`src/rtl/eight_bit_sequential_divider_if.sv`:
```
// eight_bit_sequential_divider_if: valid/ready operand and result bundle; master drives operands, slave is the divider
interface eight_bit_sequential_divider_if #(
  parameter int DIVIDEND_W = 16,
  parameter int DIVISOR_W  = 8
);
  logic                  in_valid;
  logic                  in_ready;
  logic [DIVIDEND_W-1:0] dividend;
  logic [DIVISOR_W-1:0]  divisor;
  logic                  out_valid;
  logic                  out_ready;
  logic [DIVIDEND_W-1:0] quotient;
  logic [DIVISOR_W-1:0]  remainder;
  logic                  div_by_zero;
  modport master (
    output in_valid, dividend, divisor, out_ready,
    input  in_ready, out_valid, quotient, remainder, div_by_zero
  );
  modport slave (
    input  in_valid, dividend, divisor, out_ready,
    output in_ready, out_valid, quotient, remainder, div_by_zero
  );
endinterface

```
`src/rtl/eight_bit_sequential_divider.sv`:
```
// eight_bit_sequential_divider: radix-2 restoring divider, clk/rst_n (async, active-low) plus operand/result handshake bus
module eight_bit_sequential_divider #(
  parameter int DIVIDEND_W = 16,
  parameter int DIVISOR_W  = 8
) (
  input logic clk,
  input logic rst_n,
  eight_bit_sequential_divider_if.slave bus
);
  localparam int CNT_W = $clog2(DIVIDEND_W + 1);
  typedef enum logic [1:0] {IDLE, CALC, DONE} state_t;
  state_t state, state_nxt;
  logic [DIVIDEND_W-1:0] q;
  logic [DIVISOR_W-1:0]  pr;
  logic [DIVISOR_W-1:0]  dvs;
  logic [CNT_W-1:0]      cnt;
  logic                  dbz;
  logic [DIVISOR_W:0]    pr_sh;
  logic [DIVISOR_W-1:0]  pr_nxt;
  logic                  ge;
  logic                  accept;
  logic                  last;
  logic                  zero_div;
  assign accept   = bus.in_valid && bus.in_ready;
  assign zero_div = bus.divisor == '0;
  assign last     = cnt == CNT_W'(DIVIDEND_W - 1);
  // stored remainder is always below the divisor, so one extra bit covers the shifted value
  always_comb begin
    pr_sh  = {pr, q[DIVIDEND_W-1]};
    ge     = pr_sh >= {1'b0, dvs};
    pr_nxt = ge ? DIVISOR_W'(pr_sh - {1'b0, dvs}) : pr_sh[DIVISOR_W-1:0];
  end
  always_ff @(posedge clk or negedge rst_n)
    if (!rst_n) state <= IDLE;
    else state <= state_nxt;
  always_comb begin
    state_nxt = (state == IDLE && accept) ? (zero_div ? DONE : CALC) :
                (state == CALC && last) ? DONE :
                (state == DONE && bus.out_ready) ? IDLE : state;
  end
  always_comb begin
    bus.in_ready    = state == IDLE;
    bus.out_valid   = state == DONE;
    bus.quotient    = q;
    bus.remainder   = pr;
    bus.div_by_zero = dbz;
  end
  // a zero divisor loads the saturated result straight away instead of iterating
  always_ff @(posedge clk or negedge rst_n)
    if (!rst_n) begin
      q   <= '0;
      pr  <= '0;
      dvs <= '0;
      cnt <= '0;
      dbz <= 1'b0;
    end else if (accept) begin
      q   <= zero_div ? '1 : bus.dividend;
      pr  <= zero_div ? bus.dividend[DIVISOR_W-1:0] : '0;
      dvs <= bus.divisor;
      cnt <= '0;
      dbz <= zero_div;
    end else if (state == CALC) begin
      q   <= {q[DIVIDEND_W-2:0], ge};
      pr  <= pr_nxt;
      cnt <= cnt + CNT_W'(1);
    end
endmodule

```
`src/flat_wrapper.sv`:
```
// flat-port wrapper written by rule: the top's interface ports become plain ports
module eight_bit_sequential_divider_flat 
#(
  parameter int DIVIDEND_W = 16,
  parameter int DIVISOR_W  = 8
)
  (clk, rst_n, bus_in_valid, bus_dividend, bus_divisor, bus_out_ready, bus_in_ready, bus_out_valid, bus_quotient, bus_remainder, bus_div_by_zero);
  eight_bit_sequential_divider_if #(.DIVIDEND_W(DIVIDEND_W), .DIVISOR_W(DIVISOR_W)) bus_i ();
  input logic clk;
  input logic rst_n;
  input wire logic [$bits(bus_i.in_valid)-1:0] bus_in_valid;
  input wire logic [$bits(bus_i.dividend)-1:0] bus_dividend;
  input wire logic [$bits(bus_i.divisor)-1:0] bus_divisor;
  input wire logic [$bits(bus_i.out_ready)-1:0] bus_out_ready;
  output wire logic [$bits(bus_i.in_ready)-1:0] bus_in_ready;
  output wire logic [$bits(bus_i.out_valid)-1:0] bus_out_valid;
  output wire logic [$bits(bus_i.quotient)-1:0] bus_quotient;
  output wire logic [$bits(bus_i.remainder)-1:0] bus_remainder;
  output wire logic [$bits(bus_i.div_by_zero)-1:0] bus_div_by_zero;
  assign bus_i.in_valid = bus_in_valid;
  assign bus_i.dividend = bus_dividend;
  assign bus_i.divisor = bus_divisor;
  assign bus_i.out_ready = bus_out_ready;
  assign bus_in_ready = bus_i.in_ready;
  assign bus_out_valid = bus_i.out_valid;
  assign bus_quotient = bus_i.quotient;
  assign bus_remainder = bus_i.remainder;
  assign bus_div_by_zero = bus_i.div_by_zero;
  eight_bit_sequential_divider #(.DIVIDEND_W(DIVIDEND_W), .DIVISOR_W(DIVISOR_W)) u_core (.clk(clk), .rst_n(rst_n), .bus(bus_i));
endmodule
```
`config.mk`:
```
export PLATFORM = sky130hd
export DESIGN_NAME = eight_bit_sequential_divider_flat
export DESIGN_NICKNAME = d
export VERILOG_FILES = /design/src/rtl/eight_bit_sequential_divider_if.sv /design/src/rtl/eight_bit_sequential_divider.sv /design/src/flat_wrapper.sv
export SDC_FILE = /design/constraint.sdc
export NUM_CORES = 1
export LEC_CHECK = 0
export ABC_AREA = 1
export CAP_MARGIN = 20
export CORE_UTILIZATION = 54
export CTS_BUF_LIST = sky130_fd_sc_hd__clkbuf_2
export CTS_CLUSTER_SIZE = 10
export DETAILED_ROUTE_END_ITERATION = 8
export GPL_TIMING_DRIVEN = 0
export PLACE_DENSITY_LB_ADDON = 0.25
export SYNTH_ARGS = -nofsm -noshare
export SYNTH_HDL_FRONTEND = slang
export SYNTH_SLANG_ARGS = --single-unit
```
`constraint.sdc`:
```
create_clock -name clk -period 2.85 [get_ports clk]
set_clock_uncertainty 0.2 [all_clocks]
set_input_delay 0.57 -clock clk [delete_from_list [all_inputs] [get_ports clk]]
set_output_delay 0.57 -clock clk [all_outputs]
set_load 0.02 [all_outputs]
```
==> run summary <==
STA
---------------------------------------------------------------------------------
Max Slew Vio Count .................................................            0
Number of endpoints with negative hold slack in the final report ...            0
RSZ-0062 raised after global routing ...............................           no
Tightest slew margin relative to the limit .........................        41.0%
Share of the clock period used by the worst path ...................        86.6%
Slew at the pin with the worst max-slew slack ......................     0.885 ns
Minimum period implied by the final worst setup slack ..............      2.47 ns
Count of final setup violators .....................................            0
Max Clk Rate .......................................................      405 MHz
Total negative slack ...............................................         0 ns

LOGIC SYNTHESIS
---------------------------------------------------------------------------------
Syn Area/Cell ......................................................   7.49 sq um
YS warnings ........................................................            0
Number of unique standard cell types used by synthesis .............           34
Post-Syn Nets ......................................................          371
Portion of the post-synthesis area used by sequential elements .....        40.2%
Cell count after synthesis .........................................          332
Number of storage elements in the synthesis netlist ................           40
Post-synth design cell area ........................................   2490 sq um

CTS
---------------------------------------------------------------------------------
Hold Buf Count CTS .................................................            0
Register clock-pin slew on the reported worst setup and hold paths .      0.23 ns
Number of buffers created by CTS ...................................            5
Clock tree from TritonCTS ..........................................          yes
Maximum number of buffers from clock root to sink ..................            2
Clock latency at the later pin of the worst-skew pair ..............      0.42 ns
Buffer type at the clock tree root ................................. sky130_fd_sc_hd__clkbuf_2
Number of gates resized after cts ..................................            0
CTS sink cnt .......................................................           40
Setup Buffers After CTS ............................................            0
H-tree lvl count ...................................................            2

PLACEMENT
---------------------------------------------------------------------------------
Global placement routability congestion ............................        0.897
IO Port Bufs .......................................................           54
Estimated wirelength of the detail-placed design ................... 4510 microns
Post-Place Cell Area ...............................................   3090 sq um

DRT
---------------------------------------------------------------------------------
Via Count ..........................................................         2374
Drt initial violations .............................................          198
Count of TritonRoute iterations in the first routing pass ..........            5
DRC violations left ................................................            0
Routed len/inst .................................................... 13.1 microns
Vias per std cell ..................................................         5.33
Wirelength, routed ................................................. 5850 microns
Number of nets still failing antenna checks after routing ..........            0

WORST SETUP PATH
---------------------------------------------------------------------------------
Required arrival time at the worst endpoint ........................      2.08 ns
Biggest fanout along the worst timing path .........................            4
CP Data Arrival Time ...............................................      1.70 ns
Type of element capturing the critical path ........................   output pin
Kind of launch point of the worst setup path .......................     register
Start-to-end type of the worst setup path ..........................   reg -> out

GLOBAL ROUTE
---------------------------------------------------------------------------------
First-pass GRT wire length ......................................... 10000 microns
GR Overflow Total ..................................................            0
Pin count of the biggest net entering global routing ...............           41
Antenna violations before repair ...................................            0
Vias in the first global route .....................................         2217
Total Routing Usage GR .............................................        26.1%

PWR
---------------------------------------------------------------------------------
Peak supply drop ...................................................   0.000263 V
Power Density ......................................................  279 nW/um^2
Standby leakage power ..............................................      1.54 nW

CELLS AND AREA
---------------------------------------------------------------------------------
Final-stage net count ..............................................          432
Synth-to-layout area growth ........................................        25.7%
Final instance area ................................................   3130 sq um
Antenna Cells ......................................................            0
Ratio of cells with drive above 1 in the final layout ..............        8.14%

FLOORPLAN
---------------------------------------------------------------------------------
Initial standard-cell utilization of the core ......................        56.7%
Number of I/O pins .................................................           55
Width of the chip .................................................. 69.9 microns
Site Rows ..........................................................           24
Die span in y ...................................................... 69.9 microns
Area enclosed by the die boundary ..................................   4880 sq um
Placeable core region ..............................................   4380 sq um

MIN PATH
---------------------------------------------------------------------------------
Class of the tightest hold or removal check ........................  in -> async

OUTCOME
---------------------------------------------------------------------------------
Outcome ............................................................    completed

JOB
---------------------------------------------------------------------------------
Max cap viols ......................................................            0

-- synth_stat cells (all sizes together) --
cell type | count | share of area (%)
a21boi | 4 | 1.2
a21oi | 6 | 1.2
a22o | 1 | 0.35
buf | 9 | 2.9
clkbuf | 3 | 0.45
dfrtp | 40 | 40
fa | 1 | 0.80
ha | 10 | 5.0
inv | 53 | 8.2
nand2 | 92 | 14
nand3 | 28 | 5.8
nand3b | 2 | 0.60
nand4 | 7 | 1.8
nor2 | 20 | 4.3
nor3 | 2 | 0.40
o21ai | 30 | 6.2
o221ai | 1 | 0.35
o22ai | 16 | 4.0
or2 | 5 | 1.3
xnor2 | 1 | 0.35
xor2 | 1 | 0.35
-- layer usage --
metal	global-route usage [%]	routed length [microns]	vias to the layer above
met5	0	0	-
met4	8.67	104	0
met3	4.47	272	11
met2	41.3	2750	65
met1	36.3	2720	1098
li1	-	-	1200
-- state kept, by name, summed over array words and instances (netlist names) --
signal                  count
u_core.state                2
u_core.bus.div_by_zero      1
u_core.dvs                  8
u_core.bus.remainder        8
u_core.cnt                  5
u_core.bus.quotient        16
-- final timing paths --
path	startpoint	endpoint	slack (ns)	cells after the start
max in group asynchronous	rst_n	u_core.dvs[1]	1.84	1
max	u_core.state[1]	bus_out_valid	0.38	3
min reg2reg	u_core.dvs[5]	u_core.dvs[5]	0.31	2
min	rst_n	u_core.bus.quotient[9]	0.02	1
min in group clk	u_core.dvs[5]	u_core.dvs[5]	0.31	2
max reg2reg	u_core.bus.remainder[4]	u_core.bus.remainder[7]	0.72	10
-- cells in the final DEF, fill, tap and decap left out, types with 2 or more instances in the layout --
| cell type | instances |
|---|---|
| sky130_fd_sc_hd__clkbuf_2 | 5 |
| sky130_fd_sc_hd__o22ai_1 | 16 |
| sky130_fd_sc_hd__dfrtp_1 | 40 |
| sky130_fd_sc_hd__clkbuf_1 | 3 |
| sky130_fd_sc_hd__nor2_4 | 2 |
| sky130_fd_sc_hd__nand2_1 | 91 |
| sky130_fd_sc_hd__o21ai_1 | 20 |
| sky130_fd_sc_hd__nand3b_1 | 2 |
| sky130_fd_sc_hd__or2_1 | 2 |
| sky130_fd_sc_hd__inv_2 | 5 |
| sky130_fd_sc_hd__o21ai_0 | 9 |
| sky130_fd_sc_hd__inv_1 | 46 |
| sky130_fd_sc_hd__clkdlybuf4s50_1 | 53 |
| sky130_fd_sc_hd__ha_1 | 10 |
| sky130_fd_sc_hd__a21boi_1 | 3 |
| sky130_fd_sc_hd__nor2_1 | 17 |
| sky130_fd_sc_hd__nor3_1 | 2 |
| sky130_fd_sc_hd__buf_4 | 6 |
| sky130_fd_sc_hd__buf_2 | 2 |
| sky130_fd_sc_hd__nand4_1 | 7 |
| sky130_fd_sc_hd__buf_6 | 2 |
| sky130_fd_sc_hd__a21oi_1 | 6 |
| sky130_fd_sc_hd__nand3_1 | 27 |
| sky130_fd_sc_hd__inv_4 | 2 |
| sky130_fd_sc_hd__or2_2 | 2 |
-- per-stage QoR --
stage / hold slack (ns) / setup slack [ns] / cells / total power, W / util (%)
3_3_place_gp: 0.270 / 0.0318 / 438 / 0.000634 / 70.5
3_5_place_dp: 0.275 / 0.448 / 438 / 0.000634 / 70.4
2_1_floorplan: 0.0744 / 0.857 / 332 / 0.000583 / -
6_report: 0.0202 / 0.382 / 445 / 0.000873 / 71.3
5_1_grt: 0.0882 / 0.278 / 445 / 0.000901 / 71.3
4_1_cts: 0.0450 / 0.368 / 445 / 0.000877 / 71.3
-- logic make-up after synthesis --
kind of cell    after synthesis  share of synthesized area, %
compound gates               58                          13.3
xor+xnor                      2                         0.704
fa+ha+maj                    11                          5.84
buf+inv                      65                          11.6
flops                        40                          40.2
simple gates                156                          28.3
-- power breakdown --
group	leakage, nW	internal [W]	total [W]	switching (W)
logic	1.01	0.0000335	0.0000551	0.0000216
clock network	0.0248	0.0000539	0.000249	0.000195
registers	0.502	0.000568	0.000568	0
total	1.54	0.000656	0.000873	0.000217
-- worst max-delay path: stages, from the launching register on --
cell and delay (ns):
sky130_fd_sc_hd__dfrtp_1 0.52, sky130_fd_sc_hd__inv_1 0.06, sky130_fd_sc_hd__nor2_1 0.09, sky130_fd_sc_hd__clkdlybuf4s50_1 0.61
-- cell type report --
| type | count | area (sq um) |
|---|---|---|
| fill | 372 | 1260 |
| multi-input combinational | 227 | 1200 |
| sequential | 40 | 1000 |
| timing repair buffer | 54 | 536 |
| inverter | 53 | 204 |
| buffer | 12 | 83.8 |
| tap | 52 | 65.1 |
| clock buffer | 5 | 25.0 |
| clock inverter | 2 | 12.5 |
Power figures use the tool's default switching activity.
